`src/rtl/move_recorder_pkg.sv`:
```
// Shared definitions for the move recorder: direction codes, default stack depth, FSM states.
`default_nettype none

package move_recorder_pkg;

   typedef enum logic [1:0] {
      UP    = 2'b00,
      DOWN  = 2'b01,
      RIGHT = 2'b10,
      LEFT  = 2'b11
   } dir_t;

   typedef enum logic [1:0] {
      IDLE   = 2'b00,
      RECORD = 2'b01,
      DONE   = 2'b10
   } state_t;

   localparam int MAX_MOVES_DEF = 17;

endpackage

`default_nettype wire

```
`src/rtl/move_recorder.sv`:
```
// Move stack feeding the display: packs engine moves into ord, supports pop/replace, freezes on fin.
// Optional REVERSE_REJECT_EN: refuse a push that undoes the current top move.
`default_nettype none

module move_recorder
   import move_recorder_pkg::*;
#(
   parameter int MAX_MOVES = MAX_MOVES_DEF,
   parameter int CNT_W     = 5
) (
   input  logic                   clk,
   input  logic                   rst_n,
   input  logic                   start,
   input  logic                   mv_valid,
   input  logic [1:0]             mv_dir,
   output logic                   mv_ready,
   input  logic                   pop,
   input  logic                   fin,
   output logic [2*MAX_MOVES-1:0] ord,
   output logic [CNT_W-1:0]       cnt,
   output logic                   comp,
   output logic                   err
);

   localparam logic [CNT_W-1:0] FULL = CNT_W'(MAX_MOVES);

   state_t           state;
   logic             err_sticky;
   logic             recording;
   logic             room;
   logic             base_ready;
   logic             push;
   logic             do_replace;
   logic             do_push;
   logic             do_pop;
   logic             pop_empty;
   logic             drop_full;
   logic             do_write;
   logic [CNT_W-1:0] cnt_m1;
   logic [CNT_W-1:0] wr_idx;

   assign recording  = (state == RECORD);
   assign room       = (cnt < FULL);
   assign base_ready = recording && room;
   assign cnt_m1     = cnt - 1'b1;

`ifdef REVERSE_REJECT_EN
   logic                   err_rev;
   logic                   reverse_hit;
   logic                   rev_reject;
   logic [2*MAX_MOVES-1:0] ord_shifted;

   assign ord_shifted = ord >> {cnt_m1, 1'b0};
   assign reverse_hit = (cnt != '0) && (mv_dir == (ord_shifted[1:0] ^ 2'b01));
   // Replace (push with pop) overwrites the top, so undoing it is legitimate.
   assign mv_ready    = base_ready && (!reverse_hit || pop);
   assign rev_reject  = base_ready && mv_valid && reverse_hit && !pop;
   assign err         = err_sticky | err_rev;
`else
   assign mv_ready    = base_ready;
   assign err         = err_sticky;
`endif

   assign push       = mv_valid && mv_ready;
   assign do_replace = push && pop && (cnt != '0);
   assign do_push    = push && !do_replace;
   assign do_pop     = recording && pop && !push && (cnt != '0);
   assign pop_empty  = recording && pop && !push && (cnt == '0);
   assign drop_full  = recording && mv_valid && !room && !pop;
   assign do_write   = do_replace || do_push;
   assign wr_idx     = do_replace ? cnt_m1 : cnt;

   always_ff @(posedge clk or negedge rst_n) begin
      if (!rst_n) begin
         state      <= IDLE;
         cnt        <= '0;
         comp       <= 1'b0;
         err_sticky <= 1'b0;
`ifdef REVERSE_REJECT_EN
         err_rev    <= 1'b0;
`endif
      end else if (start) begin
         state      <= RECORD;
         cnt        <= '0;
         comp       <= 1'b0;
         err_sticky <= 1'b0;
`ifdef REVERSE_REJECT_EN
         err_rev    <= 1'b0;
`endif
      end else begin
`ifdef REVERSE_REJECT_EN
         err_rev <= rev_reject;
`endif
         case (state)
            RECORD: begin
               if (do_push) begin
                  cnt <= cnt + 1'b1;
               end else if (do_pop) begin
                  cnt <= cnt_m1;
               end
               if (pop_empty || drop_full) begin
                  err_sticky <= 1'b1;
               end
               if (fin) begin
                  state <= DONE;
                  comp  <= 1'b1;
               end
            end
            default: ;
         endcase
      end
   end

   // One 2-bit register per stack slot; slots above cnt are kept at zero.
   for (genvar i = 0; i < MAX_MOVES; i++) begin : g_slot
      logic [1:0] slot;

      always_ff @(posedge clk or negedge rst_n) begin
         if (!rst_n) begin
            slot <= 2'b00;
         end else if (start) begin
            slot <= 2'b00;
         end else if (do_write && (wr_idx == CNT_W'(i))) begin
            slot <= mv_dir;
         end else if (do_pop && (cnt_m1 == CNT_W'(i))) begin
            slot <= 2'b00;
         end
      end

      assign ord[2*i +: 2] = slot;
   end

endmodule

`default_nettype wire
```
`config.mk`:
```
export PLATFORM = sky130hd
export DESIGN_NAME = move_recorder
export DESIGN_NICKNAME = d
export VERILOG_FILES = /design/src/rtl/move_recorder_pkg.sv /design/src/rtl/move_recorder.sv
export SDC_FILE = /design/constraint.sdc
export NUM_CORES = 1
export LEC_CHECK = 0
export BUFFER_PORTS_ARGS = -buffer_cell sky130_fd_sc_hd__buf_2
export CORE_MARGIN = 2
export CORE_UTILIZATION = 38
export DETAILED_ROUTE_END_ITERATION = 8
export GPL_ROUTABILITY_DRIVEN = 1
export GPL_TIMING_DRIVEN = 0
export SLEW_MARGIN = 20
export SYNTH_ARGS = -nofsm -noshare
export SYNTH_HDL_FRONTEND = slang
export SYNTH_SLANG_ARGS = --single-unit
```
`constraint.sdc`:
```
create_clock -name clk -period 6.85 [get_ports clk]
set_input_delay 0.3425 -clock clk [delete_from_list [all_inputs] [get_ports clk]]
set_output_delay 0.3425 -clock clk [all_outputs]
set_load 0.05 [all_outputs]
```
==> results.cfg <==
[sta]
clock.fmax_ghz = 0.299
setup_tns_ns = 0
whs_ns = 0.305
rsz0062_at_grt = no
period_share = 0.488
maxSlewHeadroom = 0.588
finalMaxSlewViolations = 0
finalClockSkew_ns = 0.00923
hold_violations = 0
post-route-min-period_ns = 3.34
setup-violations-final = 0
worst_pin_slew_ns = 0.616

[global_routing]
grtUsageTotal = 0.194
grt_max_degree = 43
grt_pass1_vias = 2192
grt-ovfl-total = 0
grt_antenna_before_repair = 0
grt_pass1_wl_mm = 11.5

[critical_path]
path_cells = clkbuf_1 -> inv_1 -> ha_1 -> nor4b_2 -> nor4_4 -> mux2i_1 -> nor3b_1 -> mux2i_1
crit_slowest_cell = nor4_4
critPathKind = register to register
arrival_ns = 3.57
crit_fanout = 10
worstSetupEndpointType = register
crit_required_ns = 7.08
crit_top_cell = mux2i_1
startpoint_type = register
cpPeakStageDelay_ns = 0.46

[logic_synthesis]
yosysMostFrequentCell = dfrtp_1
synth-edff-count = 0
syn_avg_cell_area_sq_um = 9.57
syn_inst = 278
synth_common_cells = dfrtp_1 (42), mux2i_1 (36), nand2_1 (30), nor2b_1 (18), o21ai_0 (18)
async_reset_ff_frac = 1.00
ys_seq_area_frac = 0.395
synth_area_sq_um = 2660
ys_seq_elements = 42
ys_warn_count = 0
synthFlopType = dfrtp_1
synth_area_leaders = dfrtp_1 (40%), mux2i_1 (14%), nand2_1 (4.2%)
synth_nets = 292
yosys.area.top_type = dfrtp_1
synth_top_cell_area_share = 0.395
ys_types = 51

[die]
chipWidth_microns = 87.7
dieArea_sq_um = 7690
fp.dieH_microns = 87.7
start_util = 0.392
ios = 50
core-area_sq_um = 6790
placementRows = 30

[detailed_routing]
drc = 0
ant_nets = 0
first_pass_iters = 4
avgViaCountPerCell = 5.29
avgRoutedWirePerCell_microns = 16.4
drt_iter0_markers = 97
vias = 2268
drt_wl_total_mm = 7.03

[placement]
place_inst = 420
portBuffers = 46
gp_congestion = 0.906
dpl.hpwl_mm = 5.16

[final_layout]
final_nets = 347
drive_gt1_frac = 0.219
stdcell_count = 429
syn_to_final_growth_pct = 18.5
diodes = 0
fillers = 665

[flow_run]
maxCapViolations = 0

[power_and_ir_drop]
clkPwrFrac = 0.332
p_total_mw = 0.611
pwr-share-comb = 0.243
p_per_area_nw_per_um2 = 194
vdd_ir_drop_max_mv = 0.0877
intPower_mw = 0.413
netSwitchingPower_mw = 0.198
sw_frac_of_total = 0.325
pwr-share-seq = 0.424
leakagePower_nw = 1.48

[clock_network]
clockBufferDepth = 2
cts_tree = done
insertion_delay_ns = 0.30
cts_buffers = 5
clkSinkCount = 42
clockRootBuffer = clkbuf_8
htreeDepth = 2
clk_pin_slew_ns = 0.09

[run_status]
status = complete, no violations

[hold_path]
hold_path.class = input port to register
==> power by group through the flow <==
stage | clock (mW) | combinational (mW) | sequential, mW
6_report | 0.203 | 0.149 | 0.259
5_1_grt | 0.218 | 0.162 | 0.260
4_1_cts | 0.208 | 0.147 | 0.259
2_1_floorplan | 0 | 0.0891 | 0.281
3_3_place_gp | 0 | 0.145 | 0.264
3_5_place_dp | 0 | 0.146 | 0.264
==> worst max-delay path: cells and delay by family (launching register included) <==
kind	cells	cell delay [ns]
fa+ha+maj	1	0.37
flops	1	0.45
mux	2	0.68
simple gates	3	1.15
buf+inv	2	0.62
==> worst paths after layout <==
kind                                     from                             to  slack [ns]  cells past startpoint
setup reg to reg           cnt[0]$_DFFE_PN0P_  g_slot[4].slot[1]$_DFFE_PN0P_        3.51                      8
hold / removal                            fin               comp$_DFFE_PN0P_        0.30                      3
max in group asynchronous               rst_n             cnt[3]$_DFFE_PN0P_        5.93                      3
hold reg to reg               err$_DFFE_PN0P_                err$_DFFE_PN0P_        0.51                      2
min in group asynchronous               rst_n  g_slot[5].slot[1]$_DFFE_PN0P_        0.45                      2
setup / recovery           cnt[0]$_DFFE_PN0P_  g_slot[4].slot[1]$_DFFE_PN0P_        3.51                      8
==> per-stage QoR <==
step	util	area, sq um	setup slack [ns]
detailed placement	0.443	3010	3.53
finish	0.464	3150	3.51
global route	0.464	3150	3.17
floorplan	-	2660	3.83
CTS	0.460	3120	3.50
global placement	0.443	3010	3.54
==> cells by family (layout without fill, tap and decap cells) <==
kind of cell | after synthesis | count (layout) | synth area share
compound gates | 48 | 48 | 0.119
xor+xnor | 5 | 5 | 0.0165
fa+ha+maj | 6 | 6 | 0.0282
buf+inv | 23 | 78 | 0.0367
flops | 42 | 42 | 0.395
mux | 40 | 40 | 0.152
simple gates | 114 | 114 | 0.252
==> final cells by class <==
type | instances | area, sq um | share of cell area
Tap cell | 96 | 120 | 0.0381
Buffer | 16 | 71.3 | 0.0226
Multi-Input combinational cell | 213 | 1510 | 0.479
Clock inverter | 1 | 30.0 | 0.00952
Sequential cell | 42 | 1050 | 0.333
Clock buffer | 6 | 82.6 | 0.0262
Timing Repair Buffer | 48 | 260 | 0.0825
Inverter | 7 | 26.3 | 0.00833
==> what timing repair did <==
| action | in CTS | in global routing |
|---|---|---|
| hold buffers | 0 | 1 |
| endpoints found under the setup margin | 0 | 0 |
| resized for setup | 0 | 0 |
| hold endpoints to repair | 0 | 11 |
| buffers inserted | 0 | 0 |
==> state kept, by name, summed over array words and instances, names as in the netlist <==
| register | count |
|---|---|
| comp | 1 |
| state | 1 |
| g_slot.slot | 34 |
| cnt | 5 |
| err | 1 |
==> placed cells by master (no fill, tap or decap), types with 2 or more instances in the layout <==
| cell | Yosys | routed |
|---|---|---|
| a21o_1 | 2 | 2 |
| a21oi_1 | 5 | 5 |
| a22oi_1 | 2 | 2 |
| a31oi_1 | 10 | 10 |
| buf_1 | 3 | 3 |
| buf_2 | 3 | 49 |
| clkbuf_1 | 9 | 9 |
| clkbuf_8 | 0 | 6 |
| dfrtp_1 | 42 | 42 |
| ha_1 | 6 | 6 |
| inv_1 | 7 | 7 |
| mux2_2 | 4 | 4 |
| mux2i_1 | 36 | 36 |
| nand2_1 | 30 | 30 |
| nand2b_1 | 6 | 6 |
| nand3_1 | 7 | 7 |
| nand3b_1 | 3 | 3 |
| nand4_1 | 6 | 6 |
| nand4b_1 | 2 | 2 |
| nor2_1 | 15 | 15 |
| nor2b_1 | 18 | 18 |
| nor3_1 | 4 | 4 |
| nor3_2 | 2 | 2 |
| nor3b_1 | 2 | 2 |
| nor4b_2 | 2 | 2 |
| o21ai_0 | 18 | 18 |
| o32ai_1 | 2 | 2 |
| or3_1 | 2 | 2 |
| or3b_2 | 2 | 2 |
| or4b_1 | 3 | 3 |
| xnor2_1 | 3 | 3 |
| xor2_1 | 2 | 2 |
==> metal layers <==
metal	up-vias	track usage	share of wire
met1	1090	0.277	0.49
met5	-	0	0
met4	0	0.0615	0.015
met3	10	0.0396	0.052
met2	64	0.294	0.45
li1	1104	-	-
(Power assumes the default switching activity.)
